===== config.mk =====
export PLATFORM = sky130hd
export DESIGN_NAME = uart_tx_frame
export DESIGN_NICKNAME = d
export VERILOG_FILES = /design/src/rtl/uart_tx_frame.sv
export SDC_FILE = /design/constraint.sdc
export NUM_CORES = 1
export LEC_CHECK = 0
export ABC_AREA = 0
export BUFFER_PORTS_ARGS = -buffer_cell sky130_fd_sc_hd__buf_2
export CORE_MARGIN = 3
export CORE_UTILIZATION = 60
export CTS_CLUSTER_DIAMETER = 200
export DETAILED_ROUTE_END_ITERATION = 8
export GPL_ROUTABILITY_DRIVEN = 0
export PLACE_DENSITY_LB_ADDON = 0.15
export SLEW_MARGIN = 10
export SYNTH_ARGS = -nofsm -noshare
export SYNTH_HDL_FRONTEND = slang
export SYNTH_SLANG_ARGS = --single-unit
export TNS_END_PERCENT = 5

===== constraint.sdc =====
create_clock -name Clk -period 4.4 [get_ports Clk]
set_clock_uncertainty 0.15 [all_clocks]
set_input_delay 0.88 -clock Clk [delete_from_list [all_inputs] [get_ports Clk]]
set_output_delay 0.88 -clock Clk [all_outputs]
set_load 0.02 [all_outputs]

===== src/rtl/uart_tx_frame.sv =====
// uart_tx_frame: UART transmit serialiser.
//   Accepts one parallel word per Data_Valid handshake while idle and sends it
//   LSB-first as start bit, DATA_WIDTH data bits, optional parity bit and one
//   stop bit. Each bit lasts Prescale clocks (0 treated as 1).
// Ports:
//   Clk        system clock
//   Rst        asynchronous reset, active-low
//   P_Data     word to transmit (sampled on accept)
//   Data_Valid transmit request, accepted only while Busy=0
//   Par_En     1 = append parity bit after the data bits
//   Par_Typ    0 = even parity (^data), 1 = odd parity (~^data)
//   Prescale   clocks per bit
//   Tx_Out     registered serial line, idle high
//   Busy       registered, high from accept edge until the frame completes
module uart_tx_frame #(
  parameter int DATA_WIDTH = 8,
  parameter int PRESC_W    = 6
) (
  input  logic                  Clk,
  input  logic                  Rst,
  input  logic [DATA_WIDTH-1:0] P_Data,
  input  logic                  Data_Valid,
  input  logic                  Par_En,
  input  logic                  Par_Typ,
  input  logic [PRESC_W-1:0]    Prescale,
  output logic                  Tx_Out,
  output logic                  Busy
);

  localparam int IDX_W = (DATA_WIDTH > 1) ? $clog2(DATA_WIDTH) : 1;

  typedef enum logic [2:0] {
    IDLE,
    START,
    DATA,
    PARITY,
    STOP
  } state_t;

  state_t                  state;
  logic [DATA_WIDTH-1:0]   shreg;
  logic                    par_en_q;
  logic                    par_bit_q;
  logic [PRESC_W-1:0]      presc_q;
  logic [PRESC_W-1:0]      cnt;
  logic [IDX_W-1:0]        idx;
  logic                    bit_done;

  assign bit_done = (cnt == presc_q - PRESC_W'(1));

  always_ff @(posedge Clk or negedge Rst) begin
    if (!Rst) begin
      state     <= IDLE;
      shreg     <= '0;
      par_en_q  <= 1'b0;
      par_bit_q <= 1'b0;
      presc_q   <= PRESC_W'(1);
      cnt       <= '0;
      idx       <= '0;
      Tx_Out    <= 1'b1;
      Busy      <= 1'b0;
    end else begin
      case (state)
        IDLE: begin
          Tx_Out <= 1'b1;
          Busy   <= 1'b0;
          cnt    <= '0;
          idx    <= '0;
          if (Data_Valid) begin
            shreg     <= P_Data;
            par_en_q  <= Par_En;
            par_bit_q <= Par_Typ ? ~^P_Data : ^P_Data;
            presc_q   <= (Prescale == '0) ? PRESC_W'(1) : Prescale;
            state     <= START;
            Tx_Out    <= 1'b0;
            Busy      <= 1'b1;
          end
        end

        START: begin
          if (bit_done) begin
            cnt    <= '0;
            idx    <= '0;
            state  <= DATA;
            Tx_Out <= shreg[0];
          end else begin
            cnt <= cnt + PRESC_W'(1);
          end
        end

        // The word is shifted right as each bit completes, so the next bit
        // to drive is always shreg[1] at the moment of the shift.
        DATA: begin
          if (bit_done) begin
            cnt <= '0;
            if (idx == IDX_W'(DATA_WIDTH - 1)) begin
              if (par_en_q) begin
                state  <= PARITY;
                Tx_Out <= par_bit_q;
              end else begin
                state  <= STOP;
                Tx_Out <= 1'b1;
              end
            end else begin
              idx    <= idx + IDX_W'(1);
              shreg  <= shreg >> 1;
              Tx_Out <= shreg[1];
            end
          end else begin
            cnt <= cnt + PRESC_W'(1);
          end
        end

        PARITY: begin
          if (bit_done) begin
            cnt    <= '0;
            state  <= STOP;
            Tx_Out <= 1'b1;
          end else begin
            cnt <= cnt + PRESC_W'(1);
          end
        end

        STOP: begin
          Tx_Out <= 1'b1;
          if (bit_done) begin
            cnt   <= '0;
            state <= IDLE;
            Busy  <= 1'b0;
          end else begin
            cnt <= cnt + PRESC_W'(1);
          end
        end

        default: begin
          state  <= IDLE;
          Tx_Out <= 1'b1;
          Busy   <= 1'b0;
          cnt    <= '0;
        end
      endcase
    end
  end

endmodule


After elaboration in Yosys (flattened, before gate mapping)
Index checks and enable logic that the tools add are counted.
W data, S select, Z words.
- logic and storage cells: 69
- bits in registers: 30
- input bits: 19
- bitwise logic cells: 1
- equality and inequality tests: 13
- multiplexer cells: 29
- reduce and logical (&&, ||, !) cells: 14
- $add $sub $neg: 3
- operators with widths (cell ; count):
    $mux W3 ; 9
    $mux W8 ; 3
    $mux W6 ; 3
    $pmux W8 S2 ; 1
    $pmux W3 S5 ; 1
    $ne A2 B2 Y1 const B ; 7
    $mux W1 ; 9
    $pmux W3 S3 ; 1
    $reduce_and A4 Y1 ; 2
    $reduce_xnor A8 Y1 ; 1
    $reduce_xor A8 Y1 ; 1
    $add A6 B1 Y6 const B ; 1
    $eq A3 B2 Y1 const B ; 2
    $eq A3 B3 Y1 const B ; 2
    $eq A6 B6 Y1 ; 1
    $logic_not A6 Y1 ; 1
    $reduce_and A6 Y1 ; 1
    $sub A6 B1 Y6 const B ; 1
    $pmux W1 S4 ; 1
    $reduce_and A2 Y1 ; 2
    $reduce_or A4 Y1 ; 1
    $add A3 B1 Y3 const B ; 1
    $eq A3 B1 Y1 const B ; 1
    $logic_not A3 Y1 ; 1
    6 further kinds ; 6

Depth between registers and ports, before layout
Gate-level depths: netlist (run 1).
- depth after elaboration: 4
- depth in mapped cells: 9
- depth with buffers taken out: 7

Worst setup path after synthesis (run 1)
Ideal clock, no wire load.
- path type: reg-to-reg
- from: reg presc_q[2]
- to: reg shreg[6]
- data arrival time: 2.359 ns
- data required time: 4.130 ns
- stages on the path, launching flop included: 8
- path slack: 1.771 ns
- period minus slack after synthesis: 2.629 ns
- path through: dfrtp_1 > or3_4 > o31a_1 > or4_1 > buf_2 > or3_4 > buf_6 > a31o_1
- word-level cells in the longest chain between the ends: 4
- ends and longest elaborated chain (element ; RTL line ; source):
    start: declaration ; 44 ; logic [PRESC_W-1:0] presc_q;
    start signal: assignment ; 73 ; presc_q <= (Prescale == '0) ? PRESC_W'(1) : Prescale;
    $sub A6 B1 Y6 ; 49 ; assign bit_done = (cnt == presc_q - PRESC_W'(1));
    $eq A6 B6 Y1 ; 49 ;
    $ne A2 B2 Y1 (no source line) ; n/a ;
    $reduce_and A4 Y1 (no source line) ; n/a ;
    end signal: assignment ; 70 ; shreg <= P_Data;
    end signal: assignment ; 106 ; shreg <= shreg >> 1;
    end: declaration ; 41 ; logic [DATA_WIDTH-1:0] shreg;
No other way between the ends.
A chain may end at the register's enable or synchronous reset.

Final worst setup path (run 1)
- from: reg presc_q[2]
- to: reg shreg[5]
The elaborated chain is that of the path after synthesis.

==> summary.md, run 1 <==
| Metric | Value |
|---|---|
| Mapped Cells | around 190 |
| Worst setup margin | ~1.5 ns |
| Layout cell share with drive strength beyond 1 | 18.0% |
| Sw frac | 41.9% |
| Drt initial violations | 144 |
| Grt total ovfl | 0 |
| Worst-case reg-to-reg path depth | 5 |
| Nets | 229 |
| CP max stage delay | ~0.83 ns |
| Syn Nets | around 210 |
| Clock root buffer | clkbuf_4 |
| Routed len/inst | approximately 15 um |
| Overall power | approximately 0.0012 W |
| Post-synthesis area per instance | around 9.5 um^2 |
| First-pass GRT wire length | around 6300 um |
| CP max FO | 19 |
| Slew @ Worst Pin | approximately 1.1 ns |
| DRC | 0 |
| Crit path DAT | between 3 and 4 ns |
| LEAKAGE | approximately 0.82 nW |
| Hold Path Sink | shreg[7]$_DFFE_PN0P_ |
| Setup_tns | 0 ns |
| Post-Route WL | approximately 3600 um |
| Reg-to-Reg Start | presc_q[2]$_DFFE_PN0P_ |
| Hold Path Origin | shreg[7]$_DFFE_PN0P_ |
| Post-CTS Setup Bufs | 0 |
| Hold depth | 2 |
| CTS H-Tree Depth | 2 |
| Max_slew headroom | between 20% and 30% |
| Min Tclk post-route | approximately 2.9 ns |
| Hold_buf cts | 0 |
| Largest net degree at the start of global routing | 31 |
| Unrepaired setup endpoints after global routing | false |
| Die area | approximately 3700 um^2 |
| Period utilization | between 60% and 70% |
| # IOs | 21 |
| Cell Area, Placed | roughly 1900 um^2 |
| Antenna violations before repair | 0 |
| Most used flip-flop cell after synthesis | dfrtp_1 |
| Port bufs | 20 |
| Internal power | around 0.00069 W |
| Number of global-route vias before repair | between 1,000 and 1,500 |
| Final count of hold timing violations | 0 |
| VDD IR max | 0.367 mV |
| Via count | between 1,000 and 1,500 |
| Fmax | ~340 MHz |
| Area grow syn2layout | 8.46% |
| Core area | approximately 2800 um^2 |
| Pre-CTS setup slack | between 1 and 1.5 ns |
| Status | completed |
| WP data required | around 4.5 ns |
| Final HPWL DP | roughly 2600 um |
| Pins Over Slew Limit | 0 |
| Yosys warns | 0 |
| Async set or reset register ratio after synthesis | 100% |
| Critical path type | register to register |
| Total track usage | between 20% and 30% |
| Die H | between 60 and 70 um |
| Die X | a little over 60 um |
| Num CTS Buffers | 5 |
| Vias per inst | around 6.3 |
| Comb pwr share | a little over two fifths |
| N_diodes | 0 |
| Most frequent cells in the layout | dfrtp_1 (28), nand2_1 (24), buf_2 (20) |
| Clock buffer depth | 2 |
| Max-cap viol count | 0 |
| Drt pass-1 iters | 4 |
| CP Cell Sequence | or3_4 -> o31a_1 -> or4_1 -> or3_4 -> a31o_1 |
| Hold Crit Class | register to register |
| Reg2reg end | shreg[5]$_DFFE_PN0P_ |
| # clock sinks | 30 |
| Commonest non-fill, non-tap cell in the layout | dfrtp_1 |
| Synth Cell Area | about 1800 um^2 |
| DRT antenna net count | 0 |
| FILL cells | 225 |
| CTS resizes | 0 |
| Netlist cell types | 43 |
| Top cell by count, worst path | or3_4 |
| Crit start category | register |
| Worst-path clk slew | approximately 0.090 ns |
| Design Area, Final | approximately 1900 um^2 |
| Sequential power share | between 40 and 50% |
| Critical path's slowest cell | or4_1 |
| Seq cells post-synth | 30 |
| Post-synthesis sequential area ratio | between 40% and 50% |
| CTS tree | done |
| Clock latency on the worst-skew pair | between 0.3 and 0.4 ns |
| Power Dens Cells | between 600 and 700 nW/um^2 |
| R2r setup slk | about 1.5 ns |
| P_sw | roughly 0.0005 W |
| Worst setup EP type | register |
| Starting Density | between 60% and 70% |
| Rows | 19 |
| Clock share of power | between 10% and 20% |
| Final setup vio count | 0 |
| EDFF count, synth | 0 |
stage by stage:
step | std cells | util, % | hold WS, ns
after global routing | 237 | 69.2 | 0.384
after detailed placement | 230 | 67.3 | 0.341
after floorplan | 188 | - | 0.291
after global placement | 230 | 67.3 | 0.331
final | 237 | 69.2 | 0.355
after CTS | 237 | 69.2 | 0.361
critical path: cells and delay by family (launching register included):
kind | cells | cell delay [ns]
and+or+nand+nor | 3 | 1.77
AOI/OAI and AO/OA | 2 | 0.49
DFF | 1 | 0.43
power by group through the flow:
| stage | clock (W) | combinational (W) | sequential, W |
|---|---|---|---|
| 5_1_grt | 0.000187 | 0.000585 | 0.000532 |
| 2_1_floorplan | 0 | 0.000423 | 0.000483 |
| 6_report | 0.000166 | 0.000517 | 0.000511 |
| 3_5_place_dp | 0 | 0.000517 | 0.000516 |
| 3_3_place_gp | 0 | 0.000489 | 0.000509 |
| 4_1_cts | 0.000171 | 0.000517 | 0.000511 |
flip-flops by register name (all words and copies together) (netlist names):
register   count
par_en_q       1
par_bit_q      1
presc_q        6
state          3
idx            3
cnt            6
Tx_Out         1
shreg          8
Busy           1
metal layers:
layer	global-route usage [%]	routed length, um	vias up	share of wire (%)
li1	-	-	720	-
met1	30.7	1620	725	45
met2	37.1	1740	30	49
met3	5.74	160	8	4.5
met4	7.12	51	0	1.4
met5	0	0	-	0
Yosys cell counts (3+ instances only):
cell       n  area share, %
a21oi_1    3           0.84
a31o_1     7            3.4
clkbuf_1   5            1.0
dfrtp_1   28             39
ha_1       4            2.8
inv_1      5            1.0
mux2_2     6            3.8
nand2_1   24            5.0
nand2b_1   3            1.0
nand3_1   11            3.1
nor2_1    15            3.1
nor3_1     3           0.84
o21ai_0    8            2.2
o32ai_1    7            3.4
or3_1      3            1.0
xnor2_1   13            6.4
xor2_1     8            3.9
cells by family (layout without fill, tap and decap cells):
| family | Yosys count | after routing | synth area share [%] |
|---|---|---|---|
| compound gates | 41 | 41 | 17.3 |
| xor+xnor | 21 | 21 | 10.3 |
| fa+ha+maj | 4 | 4 | 2.80 |
| buf+inv | 14 | 32 | 3.42 |
| flops | 30 | 30 | 42.1 |
| mux | 7 | 7 | 4.33 |
| simple gates | 71 | 71 | 19.8 |
worst max path at each step:
| stage | startpoint | to | slack (ns) | cells past startpoint |
|---|---|---|---|---|
| finish | presc_q[2]$_DFFE_PN0P_ | shreg[5]$_DFFE_PN0P_ | 1.46 | 5 |
| global route | idx[0]$_DFFE_PN0P_ | presc_q[4]$_DFFE_PN0P_ | 1.36 | 6 |
| CTS | presc_q[2]$_DFFE_PN0P_ | shreg[5]$_DFFE_PN0P_ | 1.47 | 5 |
| detailed placement | presc_q[2]$_DFFE_PN0P_ | shreg[5]$_DFFE_PN0P_ | 1.47 | 5 |
| global placement | presc_q[0]$_DFFE_PN1P_ | shreg[5]$_DFFE_PN0P_ | 1.55 | 7 |
| floorplan | presc_q[2]$_DFFE_PN0P_ | shreg[6]$_DFFE_PN0P_ | 1.77 | 7 |
area by class of cell:
class                           instances  area, um^2  share of cell area [%]
Multi-Input combinational cell        144         976                    50.3
Inverter                                5        18.8                   0.966
Timing Repair Buffer                   20         100                    5.15
Sequential cell                        30         753                    38.8
Tap cell                               31        38.8                    2.00
Clock buffer                            7        55.1                    2.84
No activity file was read; power rests on OpenSTA's default activity.
==> run 2: changes to the inputs <==
--- a/config.mk
+++ b/config.mk
@@ -8,7 +8,7 @@
 export ABC_AREA = 0
 export BUFFER_PORTS_ARGS = -buffer_cell sky130_fd_sc_hd__buf_2
 export CORE_MARGIN = 3
-export CORE_UTILIZATION = 60
+export CORE_UTILIZATION = 57
 export CTS_CLUSTER_DIAMETER = 200
 export DETAILED_ROUTE_END_ITERATION = 8
 export GPL_ROUTABILITY_DRIVEN = 0
==> constraint.sdc (replaced) <==
create_clock -name Clk -period 2.75 [get_ports Clk]
set_clock_uncertainty 0.15 [all_clocks]
set_input_delay 0.55 -clock Clk [delete_from_list [all_inputs] [get_ports Clk]]
set_output_delay 0.55 -clock Clk [all_outputs]
set_load 0.02 [all_outputs]
==> summary.md, run 2 (synthesis gave the netlist of run 1 again) <==
| Metric | Value |
|---|---|
| Status | completed |
| Crit path DAT | about 2.8 ns |
| Max FFs per register | 8 |
| Critical path type | register to register |
| GR peak layer | met2 |
| Sw frac | 41.0% |
| VDD IR max | approximately 0.63 mV |
| N_diodes | 0 |
| WP data required | slightly below 3 ns |
| LEAKAGE | 0.858 nW |
| Post-Route WL | between 3000 and 4000 um |
| # clock sinks | 30 |
| Commonest non-fill, non-tap cell in the layout | dfrtp_1 |
| CP max FO | 7 |
| Die area | a little under 4000 um^2 |
| Slew @ Worst Pin | approximately 0.68 ns |
| Nets | between 200 and 250 |
| Critical path origin | presc_q[2]$_DFFE_PN0P_ |
| Vias per inst | about 6 |
| Min Tclk post-route | ~2.6 ns |
| DRC | 0 |
| Drt initial violations | 76 |
| CTS tree | done |
| Period utilization | between 90% and 100% |
| P_sw | ~0.00085 W |
| Met1 Resource Use GR | 31.5% |
| Reg-to-Reg Start | presc_q[2]$_DFFE_PN0P_ |
| Core area | 2880 um^2 |
| Inst Count DP | 245 |
| Drt pass-1 iters | 4 |
| Number of global-route vias before repair | 1,457 |
| Via count | between 1,000 and 1,500 |
| Die H | 62.0 um |
| Area occupied by multi-input gates | between 900 and 1000 um^2 |
| Biggest register | shreg |
| Final HPWL DP | approximately 2700 um |
| # IOs | 21 |
| Design Area, Final | between 2000 and 2500 um^2 |
| Worst setup EP type | register |
| Worst setup margin | ~0.12 ns |
| Max-cap viol count | 0 |
| Cell Area, Placed | a little under 2000 um^2 |
| Crit start category | register |
| Routed len/inst | between 15 and 20 um |
| Finished Layout Cells | 253 |
| Worst-case reg-to-reg path depth | 6 |
| Die X | about 62 um |
| Grt total ovfl | 0 |
| Biggest regs | shreg x8, cnt x6, presc_q x6 |
| Pre-CTS setup slack | about 0.12 ns |
| Sequential power share | 39.9% |
| Final count of hold timing violations | 0 |
| Layout cell share with drive strength beyond 1 | approximately a fifth |
| Clock buffer depth | 2 |
| Register area | between 700 and 800 um^2 |
| GR Util met3 | about 7.4% |
| Port bufs | 20 |
| Largest net degree at the start of global routing | 31 |
| M2 GR Usage | a little under two fifths |
| First-pass GRT wire length | about 6600 um |
| Internal power | 0.00122 W |
| Clock share of power | ~17% |
| Power Dens Cells | 1030 nW/um^2 |
| FILL cells | around 220 |
| Setup_tns | 0 ns |
| Total track usage | between 20% and 30% |
| Most frequent cells in the layout | dfrtp_1 (28), nand2_1 (24), buf_2 (20) |
| Final setup vio count | 0 |
| Hold Crit Class | input pin to async pin |
| Clock root buffer | clkbuf_4 |
| DRT antenna net count | 0 |
| Comb pwr share | between 40 and 50% |
| Fmax | roughly 380 MHz |
| Num CTS Buffers | 5 |
| Pins Over Slew Limit | 0 |
| Unrepaired setup endpoints after global routing | false |
| Area grow syn2layout | 12.5% |
| CTS H-Tree Depth | 2 |
| Max_slew headroom | 54.8% |
| Antenna violations before repair | 0 |
| Hold_buf cts | 0 |
| Starting Density | between 60% and 70% |
| Clock latency on the worst-skew pair | 0.34 ns |
| Rows | 19 |
| Worst-path clk slew | ~0.1 ns |
run 2: cell type report:
class	instances	share of cell area, %
tap	42	2.61
inverter	5	0.932
sequential	30	37.4
timing repair buffer	24	6.46
clock buffer	5	1.86
clock inverter	3	1.99
multi-input combinational	144	48.8
run 2: timing repair:
item | CTS | global route
hold endpoints to repair | 0 | 0
setup endpoints to repair | 0 | 13
resized for setup | 0 | 3
buffers inserted | 0 | 0
run 2: final timing paths:
check	slack, ns	to
max	0.12	shreg[6]$_DFFE_PN0P_
min	0.08	cnt[5]$_DFF_PN0_
max reg2reg	0.12	shreg[6]$_DFFE_PN0P_
min reg2reg	0.34	par_bit_q$_DFFE_PN0P_
max in group asynchronous	1.92	idx[0]$_DFFE_PN0P_
min in group Clk	0.28	par_en_q$_DFFE_PN0P_
run 2: power by group through the flow:
stage	registers, W	clock network (W)	logic (W)
floorplan	0.000773	0	0.000677
global placement	0.000818	0	0.000833
detailed placement	0.000829	0	0.000872
CTS	0.000821	0.000355	0.000874
global route	0.000852	0.000379	0.00100
finish	0.000825	0.000350	0.000892
run 2: worst max-delay path, cell delays in order, from the launching register on:
cell	delay [ns]
dfrtp_1	0.44
or3_4	0.40
o31a_1	0.24
or4_1	0.56
buf_4	0.20
o41ai_1	0.43
a31o_1	0.16
run 2: metal layers:
layer / wire [um] / up-vias
met1: 1770 / 720
met3: 214 / 5
met4: 51 / 0
li1: - / 730
met5: 0 / -
met2: 1820 / 39
run 2: stage by stage:
stage	utilization, %	total power, W	hold slack, ns
floorplan	-	0.00145	0.104
global placement	67.1	0.00165	0.306
detailed placement	67.1	0.00170	0.313
CTS	69.8	0.00205	0.0908
global route	70.0	0.00223	0.0978
finish	70.0	0.00207	0.0807
